## src/rtl/hwt_pkg.sv

```systemverilog
// Shared types and constants for the hwt trigger counter slice.
package hwt_pkg;

    // Trigger counter FSM states.
    typedef enum logic [1:0] {
        IDLE    = 2'd0,
        COUNT   = 2'd1,
        FIRE    = 2'd2,
        HOLDOFF = 2'd3
    } state_t;

    localparam int unsigned FIRES_W   = 8;
    localparam int unsigned FIRES_MAX = 255;

    // Ceiling log2; clog2(1) is 0, so callers clamp widths to at least 1.
    function automatic int unsigned clog2(input int unsigned value);
        int unsigned result;
        int unsigned span;
        result = 0;
        span   = 1;
        while (span < value) begin
            span   = span << 1;
            result = result + 1;
        end
        return result;
    endfunction

endpackage

```

## src/rtl/hwt_trigger_ctr_if.sv

```systemverilog
// Detector-side inputs and trigger-side outputs of hwt_trigger_ctr.
interface hwt_trigger_ctr_if #(
    parameter int unsigned CNT_W = 4
) ();
    import hwt_pkg::*;

    logic               hit;
    logic               clr;
    logic               ack;
    logic               trig;
    logic               busy;
    logic [CNT_W-1:0]   count;
    logic [FIRES_W-1:0] fires;

    // Driver of hit/clr/ack, consumer of the trigger status.
    modport master (
        output hit, clr, ack,
        input  trig, busy, count, fires
    );

    // The trigger counter itself.
    modport slave (
        input  hit, clr, ack,
        output trig, busy, count, fires
    );
endinterface

```

## src/rtl/hwt_edge_det.sv

```systemverilog
// Rising-edge detector on the hwt detector output.
// Build option HWT_TRIG_SYNC_EN inserts a 2-flop synchronizer ahead of hit_d
// so the detector inputs may come from an asynchronous domain.
module hwt_edge_det
    import hwt_pkg::*;
(
    input  logic clk,
    input  logic rst_n,
    input  logic hit,
    output logic rise_c
);

    logic sample;
    logic hit_d;
    logic hit_p;

`ifdef HWT_TRIG_SYNC_EN
    logic sync_1;
    logic sync_2;

    // Two-stage synchronizer for an asynchronously generated hit.
    always_ff @(posedge clk or negedge rst_n) begin
        if (!rst_n) begin
            sync_1 <= 1'b0;
            sync_2 <= 1'b0;
        end else begin
            sync_1 <= hit;
            sync_2 <= sync_1;
        end
    end

    assign sample = sync_2;
`else
    assign sample = hit;
`endif

    // Input register and previous-sample register; both keep tracking in every state.
    always_ff @(posedge clk or negedge rst_n) begin
        if (!rst_n) begin
            hit_d <= 1'b0;
            hit_p <= 1'b0;
        end else begin
            hit_d <= sample;
            hit_p <= hit_d;
        end
    end

    assign rise_c = hit_d & ~hit_p;

endmodule

```

## src/rtl/hwt_trigger_ctr.sv

```systemverilog
// Counts rising edges of hit inside a sliding inactivity window and raises
// trig after THRESHOLD edges; trig holds until ack, then a hold-off period runs.
// Build option HWT_TRIG_SYNC_EN (in hwt_edge_det) adds a 2-flop input synchronizer.
module hwt_trigger_ctr #(
    parameter int unsigned CNT_W     = 4,
    parameter int unsigned THRESHOLD = 4,
    parameter int unsigned WINDOW    = 16,
    parameter int unsigned HOLDOFF   = 8
) (
    input  logic             clk,
    input  logic             rst_n,
    hwt_trigger_ctr_if.slave bus
);
    // The HOLDOFF parameter shares its name with a state, so states are package-qualified here.

    localparam int unsigned FIRES_W  = hwt_pkg::FIRES_W;
    localparam int unsigned TIMER_W  = hwt_pkg::clog2(WINDOW + 1);
    localparam int unsigned HOLD_RAW = hwt_pkg::clog2(HOLDOFF + 1);
    localparam int unsigned HOLD_W   = (HOLD_RAW == 0) ? 1 : HOLD_RAW;

    localparam logic [CNT_W-1:0]   THR_C     = CNT_W'(THRESHOLD);
    localparam logic [TIMER_W-1:0] WIN_LAST  = TIMER_W'(WINDOW - 1);
    localparam logic [HOLD_W-1:0]  HOLD_LOAD = HOLD_W'((HOLDOFF == 0) ? 0 : HOLDOFF - 1);
    localparam logic [FIRES_W-1:0] FIRES_TOP = FIRES_W'(hwt_pkg::FIRES_MAX);

    hwt_pkg::state_t      state;
    hwt_pkg::state_t      state_nxt;
    logic [CNT_W-1:0]     count_q;
    logic [CNT_W-1:0]     count_nxt;
    logic [CNT_W-1:0]     count_inc;
    logic [TIMER_W-1:0]   timer_q;
    logic [TIMER_W-1:0]   timer_nxt;
    logic [HOLD_W-1:0]    hold_q;
    logic [HOLD_W-1:0]    hold_nxt;
    logic                 trig_q;
    logic                 trig_nxt;
    logic [FIRES_W-1:0]   fires_q;
    logic [FIRES_W-1:0]   fires_nxt;
    logic                 rise;

    hwt_edge_det u_edge_det (
        .clk    (clk),
        .rst_n  (rst_n),
        .hit    (bus.hit),
        .rise_c (rise)
    );

    // count stays below THRESHOLD outside FIRE, so the increment cannot wrap.
    assign count_inc = count_q + CNT_W'(1);

    // State register.
    always_ff @(posedge clk or negedge rst_n) begin
        if (!rst_n) begin
            state <= hwt_pkg::IDLE;
        end else begin
            state <= state_nxt;
        end
    end

    // Next-state logic; clr overrides every transition.
    always_comb begin
        state_nxt = state;
        if (bus.clr) begin
            state_nxt = hwt_pkg::IDLE;
        end else begin
            case (state)
                hwt_pkg::IDLE: begin
                    if (rise) begin
                        state_nxt = (THRESHOLD == 1) ? hwt_pkg::FIRE : hwt_pkg::COUNT;
                    end
                end
                hwt_pkg::COUNT: begin
                    // A rise on the timeout cycle wins over the timeout.
                    if (rise) begin
                        if (count_inc == THR_C) begin
                            state_nxt = hwt_pkg::FIRE;
                        end
                    end else if (timer_q == WIN_LAST) begin
                        state_nxt = hwt_pkg::IDLE;
                    end
                end
                hwt_pkg::FIRE: begin
                    if (bus.ack) begin
                        state_nxt = (HOLDOFF == 0) ? hwt_pkg::IDLE : hwt_pkg::HOLDOFF;
                    end
                end
                hwt_pkg::HOLDOFF: begin
                    if (hold_q == '0) begin
                        state_nxt = hwt_pkg::IDLE;
                    end
                end
                default: state_nxt = hwt_pkg::IDLE;
            endcase
        end
    end

    // Next values of count, timers, trig and fires for the current state.
    always_comb begin
        count_nxt = count_q;
        timer_nxt = timer_q;
        hold_nxt  = hold_q;
        trig_nxt  = 1'b0;
        fires_nxt = fires_q;
        if (bus.clr) begin
            count_nxt = '0;
            timer_nxt = '0;
            hold_nxt  = '0;
        end else begin
            case (state)
                hwt_pkg::IDLE: begin
                    if (rise) begin
                        count_nxt = CNT_W'(1);
                        timer_nxt = '0;
                    end
                end
                hwt_pkg::COUNT: begin
                    if (rise) begin
                        count_nxt = count_inc;
                        timer_nxt = '0;
                    end else if (timer_q == WIN_LAST) begin
                        count_nxt = '0;
                        timer_nxt = '0;
                    end else begin
                        timer_nxt = timer_q + TIMER_W'(1);
                    end
                end
                hwt_pkg::FIRE: begin
                    // trig rises the cycle after FIRE entry and drops the cycle after ack.
                    trig_nxt = ~bus.ack;
                    if (bus.ack) begin
                        count_nxt = '0;
                        hold_nxt  = HOLD_LOAD;
                        if (fires_q != FIRES_TOP) begin
                            fires_nxt = fires_q + FIRES_W'(1);
                        end
                    end
                end
                hwt_pkg::HOLDOFF: begin
                    if (hold_q != '0) begin
                        hold_nxt = hold_q - HOLD_W'(1);
                    end
                end
                default: begin
                    count_nxt = '0;
                    timer_nxt = '0;
                end
            endcase
        end
    end

    // Datapath and output registers.
    always_ff @(posedge clk or negedge rst_n) begin
        if (!rst_n) begin
            count_q <= '0;
            timer_q <= '0;
            hold_q  <= '0;
            trig_q  <= 1'b0;
            fires_q <= '0;
        end else begin
            count_q <= count_nxt;
            timer_q <= timer_nxt;
            hold_q  <= hold_nxt;
            trig_q  <= trig_nxt;
            fires_q <= fires_nxt;
        end
    end

    assign bus.trig  = trig_q;
    assign bus.busy  = (state != hwt_pkg::IDLE);
    assign bus.count = count_q;
    assign bus.fires = fires_q;

endmodule

```

## src/flat_wrapper.sv

```systemverilog
// flat-port wrapper written by rule: the top's interface ports become plain ports
module hwt_trigger_ctr_flat 
#(
    parameter int unsigned CNT_W     = 4,
    parameter int unsigned THRESHOLD = 4,
    parameter int unsigned WINDOW    = 16,
    parameter int unsigned HOLDOFF   = 8
)
  (clk, rst_n, bus_hit, bus_clr, bus_ack, bus_trig, bus_busy, bus_count, bus_fires);
  hwt_trigger_ctr_if #(.CNT_W(CNT_W)) bus_i ();
  input  logic clk;
  input  logic rst_n;
  input wire logic [$bits(bus_i.hit)-1:0] bus_hit;
  input wire logic [$bits(bus_i.clr)-1:0] bus_clr;
  input wire logic [$bits(bus_i.ack)-1:0] bus_ack;
  output wire logic [$bits(bus_i.trig)-1:0] bus_trig;
  output wire logic [$bits(bus_i.busy)-1:0] bus_busy;
  output wire logic [$bits(bus_i.count)-1:0] bus_count;
  output wire logic [$bits(bus_i.fires)-1:0] bus_fires;
  assign bus_i.hit = bus_hit;
  assign bus_i.clr = bus_clr;
  assign bus_i.ack = bus_ack;
  assign bus_trig = bus_i.trig;
  assign bus_busy = bus_i.busy;
  assign bus_count = bus_i.count;
  assign bus_fires = bus_i.fires;
  hwt_trigger_ctr #(.CNT_W(CNT_W), .THRESHOLD(THRESHOLD), .WINDOW(WINDOW), .HOLDOFF(HOLDOFF)) u_core (.clk(clk), .rst_n(rst_n), .bus(bus_i));
endmodule
```

## config.mk

```make
export PLATFORM = sky130hd
export DESIGN_NAME = hwt_trigger_ctr_flat
export DESIGN_NICKNAME = d
export VERILOG_FILES = /design/src/rtl/hwt_pkg.sv /design/src/rtl/hwt_trigger_ctr_if.sv /design/src/rtl/hwt_edge_det.sv /design/src/rtl/hwt_trigger_ctr.sv /design/src/flat_wrapper.sv
export SDC_FILE = /design/constraint.sdc
export NUM_CORES = 1
export LEC_CHECK = 0
export ABC_CLOCK_PERIOD_IN_PS = 1800
export CAP_MARGIN = 20
export CORE_MARGIN = 2
export CORE_UTILIZATION = 59
export CTS_BUF_LIST = sky130_fd_sc_hd__clkbuf_4
export DETAILED_ROUTE_END_ITERATION = 8
export DONT_BUFFER_PORTS = 1
export PLACE_DENSITY = 0.87
export SYNTH_ARGS = -nofsm -noshare
export SYNTH_HDL_FRONTEND = slang
export SYNTH_SLANG_ARGS = --single-unit
```

## constraint.sdc

```tcl
create_clock -name clk -period 1.8 [get_ports clk]
set_input_delay 0.27 -clock clk [delete_from_list [all_inputs] [get_ports clk]]
set_output_delay 0.27 -clock clk [all_outputs]
set_load 0.1 [all_outputs]
```

==> qor.csv <==
metric;value;unit
PD cells;895;mW/mm^2
number of port buffers;0;
die area;0.00286;mm^2
r2r endpoint;u_core.timer_q[3];
Cells after Synth;149;
Hold Path Class;input port to flop;
Skew-Pair Late Insertion Delay;330;ps
WL per Instance;20.8;um
first-pass GRT wire length;6700;um
CORE AREA;0.00225;mm^2
number of global-route vias before repair;1427;
share of cells above drive strength 1;43.2;%
Rel. slew slack;77.2;%
area leader, netlist;dfrtp_1;
initial antenna violation count;0;
CTS tree;yes;
Synth area leaders;dfrtp_1 45%, ha_1 7.8%, nand2_1 4.4%;
GP Congestion;0.793;
slew at the pin with the worst max-slew slack;342;ps
worst vdd ir;0.866;mV
CP max FO;9;
Routed Antenna Nets;0;
CP Launch Type;flop;
hold path start;bus_clr;
Setup violations, final;4;
Mapped Nets;163;
H-tree depth;1;
area growth from synthesis to layout;41.7;%
R2R depth;9;
worst clock skew;2.06;ps
CP Capture Type;flop;
drt pass-1 iters;4;
Synth Area per Inst;9.69;um^2
Post-synth EDFFs;0;
Overflow after GRT;0;
Cell Chain, Critical Path;inv_1 > ha_2 > buf_4 > nor2_1 > a21oi_1 > nor2_1 > buf_4 > o21ai_0 > o41ai_2;
DIE WIDTH;53.5;um
post-synth top area share;45.1;%
WHS Endpoint;u_core.hold_q[2];
max cap viols;0;
Layout Nets;207;
estimated wirelength of the detail-placed design;2600;um
CP required;2030;ps
io pins;19;
die height;53.5;um
Final WS setup;-68.2;ps
Slew Limit Fails;0;
reg-to-reg startpoint;u_core.state[1];
post-synthesis sequential area ratio;45.1;%
# DRC;0;
Synth async-reset ratio;100;%
Global Route Usage Sum;33.7;%
n_diodes;0;
root buf cell;clkbuf_4;
clock sink count;26;
via count;1427;
Core Rows;17;
Setup CP Type;flop to flop;
crit path max-delay cell type;dfrtp_1;
Hold Fails Final Rpt;0;
Avg Vias per Cell;6.49;
WL final;4570;um
most common cell after layout, fill and taps aside;buf_4;
status;finished with violations;
Cell Area, Synth;0.00144;mm^2
# fillers;88;
flops & latches, synth;26;
CTS clock-pin slew for the worst setup and hold paths;150;ps
CTS Buf Count;3;
cell area after layout;0.00205;mm^2
Placed Area;0.00172;mm^2
Tmin final;1870;ps
pre-CTS setup slack;-80.0;ps
DR iter-0 viols;58;
worst reg2reg setup slack;-70;ps
maximum number of pins on one net before global-route repair;27;
Ys Warns;0;
fin crit share;104;%
Arr. time, crit path;2090;ps
Netlist cell types;40;
Hold Crit Depth;2;
Synth Flop Type;dfrtp_1;
CTS Buffer Depth;2;
Fmax achieved;535;MHz
CP peak stage delay;460;ps
failing checks;setup timing;
unrepaired setup endpoints after global routing;yes;
Static Leak;0.949;nW
Initial Util;64.0;%
commonest non-fill, non-tap cells in the layout;33 x buf_4, 17 x nand2_1, 14 x dfrtp_1;
-- timing repair --
item | 4_1_cts | 5_1_grt
hold endpoints to repair | 31 | 0
gates cloned | 0 | 0
buffers inserted | 2 | 8
endpoints found under the setup margin | 4 | 14
pin swaps | 2 | 7
resized for setup | 13 | 15
hold buffers | 6 | 0
-- cell usage after synthesis, types with 2 or more instances --
library cell  instances
nand2b_1              2
ha_1                  9
inv_1                11
nor2b_1               2
o31ai_1               4
a21oi_1               6
xnor2_1               3
dfrtp_1              26
nand4_1               3
nor3_1                5
o21ai_0               8
nor3b_1               3
nand3_1               9
nor2_1               12
xor2_1                5
nand2_1              17
-- flip-flops by register name (all words and copies together) (netlist names) --
name                     cells
u_core.bus.fires             8
u_core.timer_q               5
u_core.bus.count             4
u_core.hold_q                4
u_core.state                 2
u_core.bus.trig              1
u_core.u_edge_det.hit_d      1
u_core.u_edge_det.hit_p      1
-- layer usage --
layer	global-route usage, %	part of all wire (%)	vias up
met5	0	0	-
met4	17.1	4.1	0
met3	6.78	7.7	29
met2	57.2	50	99
met1	39.9	38	686
li1	-	-	613
-- worst max path at each step --
stage	end	from	slack, ps
after floorplan	u_core.state[0]	u_core.bus.count[1]	-30
after global placement	u_core.state[0]	u_core.state[1]	60
after detailed placement	u_core.state[0]	u_core.hold_q[0]	-80
after CTS	u_core.bus.count[3]	u_core.state[0]	1
after global routing	u_core.timer_q[3]	u_core.state[1]	-180
final	u_core.timer_q[3]	u_core.state[1]	-70
-- critical path, delay by kind of cell, from the launching register on --
family / cells / cell delay (ps)
buffers and inverters: 3 / 460
and+or+nand+nor: 2 / 110
DFF: 1 / 460
AOI/OAI and AO/OA: 3 / 520
adders and majority gates: 1 / 230
-- final cells by class --
cell class / instances / area (um^2) / area share (%)
clock buffer: 3 / 22.5 / 1.10
multi-input combinational: 109 / 888 / 43.4
clock inverter: 1 / 30.0 / 1.47
inverter: 12 / 45.0 / 2.20
tap: 28 / 35.0 / 1.71
sequential: 26 / 676 / 33.0
timing repair buffer: 41 / 349 / 17.1
-- where the power goes --
group	total (mW)	internal [mW]	leakage (nW)	switching [mW]
Sequential	0.667	0.624	0.335	0.0429
Clock	0.419	0.225	0.0279	0.194
Combinational	0.744	0.289	0.586	0.455
Total	1.83	1.14	0.949	0.692
-- logic make-up (layout without fill, tap and decap cells) --
family	Yosys count	count (layout)	synth area share [%]
AO/OA/AOI/OAI	31	31	15.6
XOR/XNOR	8	8	4.85
adder cells (fa/ha/maj)	9	9	7.80
buffers and inverters	14	57	3.90
flip-flops	26	26	45.1
multiplexers	2	2	1.47
AND/OR/NAND/NOR	59	59	21.3
-- stage by stage --
stage	utilization [%]	TNS (ps)	hold WS [ps]	total power, mW	std cells
2_1_floorplan	-	-26.4	-25.6	1.07	149
3_3_place_gp	76.1	0	-24.8	1.24	200
3_5_place_dp	76.1	-131	-24.9	1.28	200
4_1_cts	85.2	0	67.3	1.75	212
5_1_grt	90.7	-775	39.1	1.89	220
6_report	90.7	-172	53.2	1.83	220
Note: power is estimated with default switching activity, not from simulation.
==> RTL edit: new RTL, config.mk and constraints unchanged <==
Add a define of `HWT_TRIG_SYNC_EN`.
--- a/src/rtl/hwt_edge_det.sv
+++ b/src/rtl/hwt_edge_det.sv
@@ -3,2 +3,4 @@
 // so the detector inputs may come from an asynchronous domain.
+`define HWT_TRIG_SYNC_EN
+
 module hwt_edge_det
Behaviour: not the same (Yosys sat finds a counterexample within 4 cycles, from zero or initial values and one cycle with rst_n low).
==> RTL edit against the original RTL <==
Area after synthesis up 3.5%. Total power fell by 3.7%. Utilization down 8.4 points. Routed wire length is 20% lower. Cell area fell by 2.1%. Die area is 3.2% higher. Final cell count is 1.4% lower. Count of clock-buffer cells in the layout stayed put. Via count decreased by 8.8%. Sequential cell count rose by 2. Worst setup slack improved by 110 ps.
==> RTL edit: results (changes against the original RTL) <==
outcome: complete, no violations
syn nets: 165 (+1.2%)
HPWL after detailed placement: 2.43 mm (-6.4%)
Global Route met1 Usage: 0.296 (-0.102)
Filler cells: 119 (+35%)
pre-CTS setup slack: -175 ps (-94.7 ps)
Detailed Route WL: 3.64 mm (-20%)
fin crit period: 1760 ps (-111 ps)
peak supply drop: 0.942 mV (+8.8%)
routed vias/inst: 6.00 (-7.5%)
GRT busiest layer: met2
wire per inst: 16.8 µm (-19%)
vias in the first global route: 1292 (-9.5%)
Synth Instances: 151 (+1.3%)
Clock Skews: 6.02 ps (+3.96 ps)
GP Congestion: 0.819 (+3.2%)
Worst Setup Path Type: reg2out
worst reg2reg path depth: 8 (-1)
actual slew at the worst max-slew pin: 322 ps (-19.1 ps)
sequential fraction of the synthesis area: 0.469 (+0.0184)
CTS max path bufs: 2 (unchanged)
WHS Path Cells: 2 (unchanged)
first-pass GRT wire length: 5.43 mm (-19%)
layout cells sized above 1: 0.390 (-0.0419)
Cells after DPL: 204 (+2.0%)
largest net degree at the start of global routing: 29 (+7.4%)
crit path from: u_core.state[0]$_DFFE_PN0P_
GRT Overall Usage: 0.255 (-0.0815)
reg2reg setup slack: 50 ps (+120 ps)
met3 Use GR: 0.0437 (-0.0241)
Placed Area: 1770 µm² (+3.1%)
M2 GR Usage: 0.438 (-0.134)
initial antenna violation count: 0 (unchanged)
worst-path maximum fanout: 4 (-5)
CP arrival: 1490 ps (-600 ps)
leakage dissipation: 0.919 nW (-3.2%)
ranking of synthesized cells by area: dfrtp_1, ha_1, nand2_1
clock sink total: 28 (+7.7%)
drt first-iter violations: 39 (-33%)
end of the critical path: bus_busy
P_int: 1.07 mW (-5.8%)
Post-synth top cells: dfrtp_1, nand2_1, nor2_1, inv_1
WHS: 75.1 ps (+21.8 ps)
## RTL edit: power groups by stage
| stage | Sequential, mW | Clock (mW) | Combinational [mW] |
|---|---|---|---|
| detailed placement | 0.728 | 0 | 0.628 |
| global route | 0.722 | 0.298 | 0.826 |
| CTS | 0.709 | 0.266 | 0.709 |
| finish | 0.716 | 0.264 | 0.781 |
| global placement | 0.723 | 0 | 0.604 |
| floorplan | 0.807 | 0 | 0.339 |
## RTL edit: worst max-delay path, stage by stage (launching register included)
cell and delay (ps):
dfrtp_1 440, inv_2 100, ha_2 220, buf_4 160
inv_1 70, buf_12 170
## RTL edit: final cells by class
type                       count  area (µm²)  area share
multi-input combinational    109         872       0.436
clock buffer                   3        22.5      0.0113
inverter                      12        45.0      0.0225
timing repair buffer          34         294       0.147
clock inverter                 1        3.75     0.00188
sequential                    28         727       0.363
tap                           30        37.5      0.0188
## RTL edit: routing by layer
| layer | vias up | wire [µm] |
|---|---|---|
| li1 | 615 | - |
| met1 | 638 | 1500 |
| met2 | 39 | 1890 |
| met3 | 10 | 151 |
| met4 | 0 | 88 |
| met5 | - | 0 |
## RTL edit: repair_timing
action	4_1_cts	5_1_grt
gates resized for setup	6	21
hold buffers	5	0
setup endpoints to repair	5	13
buffers inserted	3	1
pin swaps	2	5
endpoints found under the hold margin	33	0
## RTL edit: cells by family after synthesis
logic type | Yosys count | share of synthesized area
AND/OR/NAND/NOR | 59 | 0.206
adder cells (fa/ha/maj) | 9 | 0.0754
AO/OA/AOI/OAI | 31 | 0.151
flip-flops | 28 | 0.469
buffers and inverters | 14 | 0.0377
XOR/XNOR | 8 | 0.0469
multiplexers | 2 | 0.0142
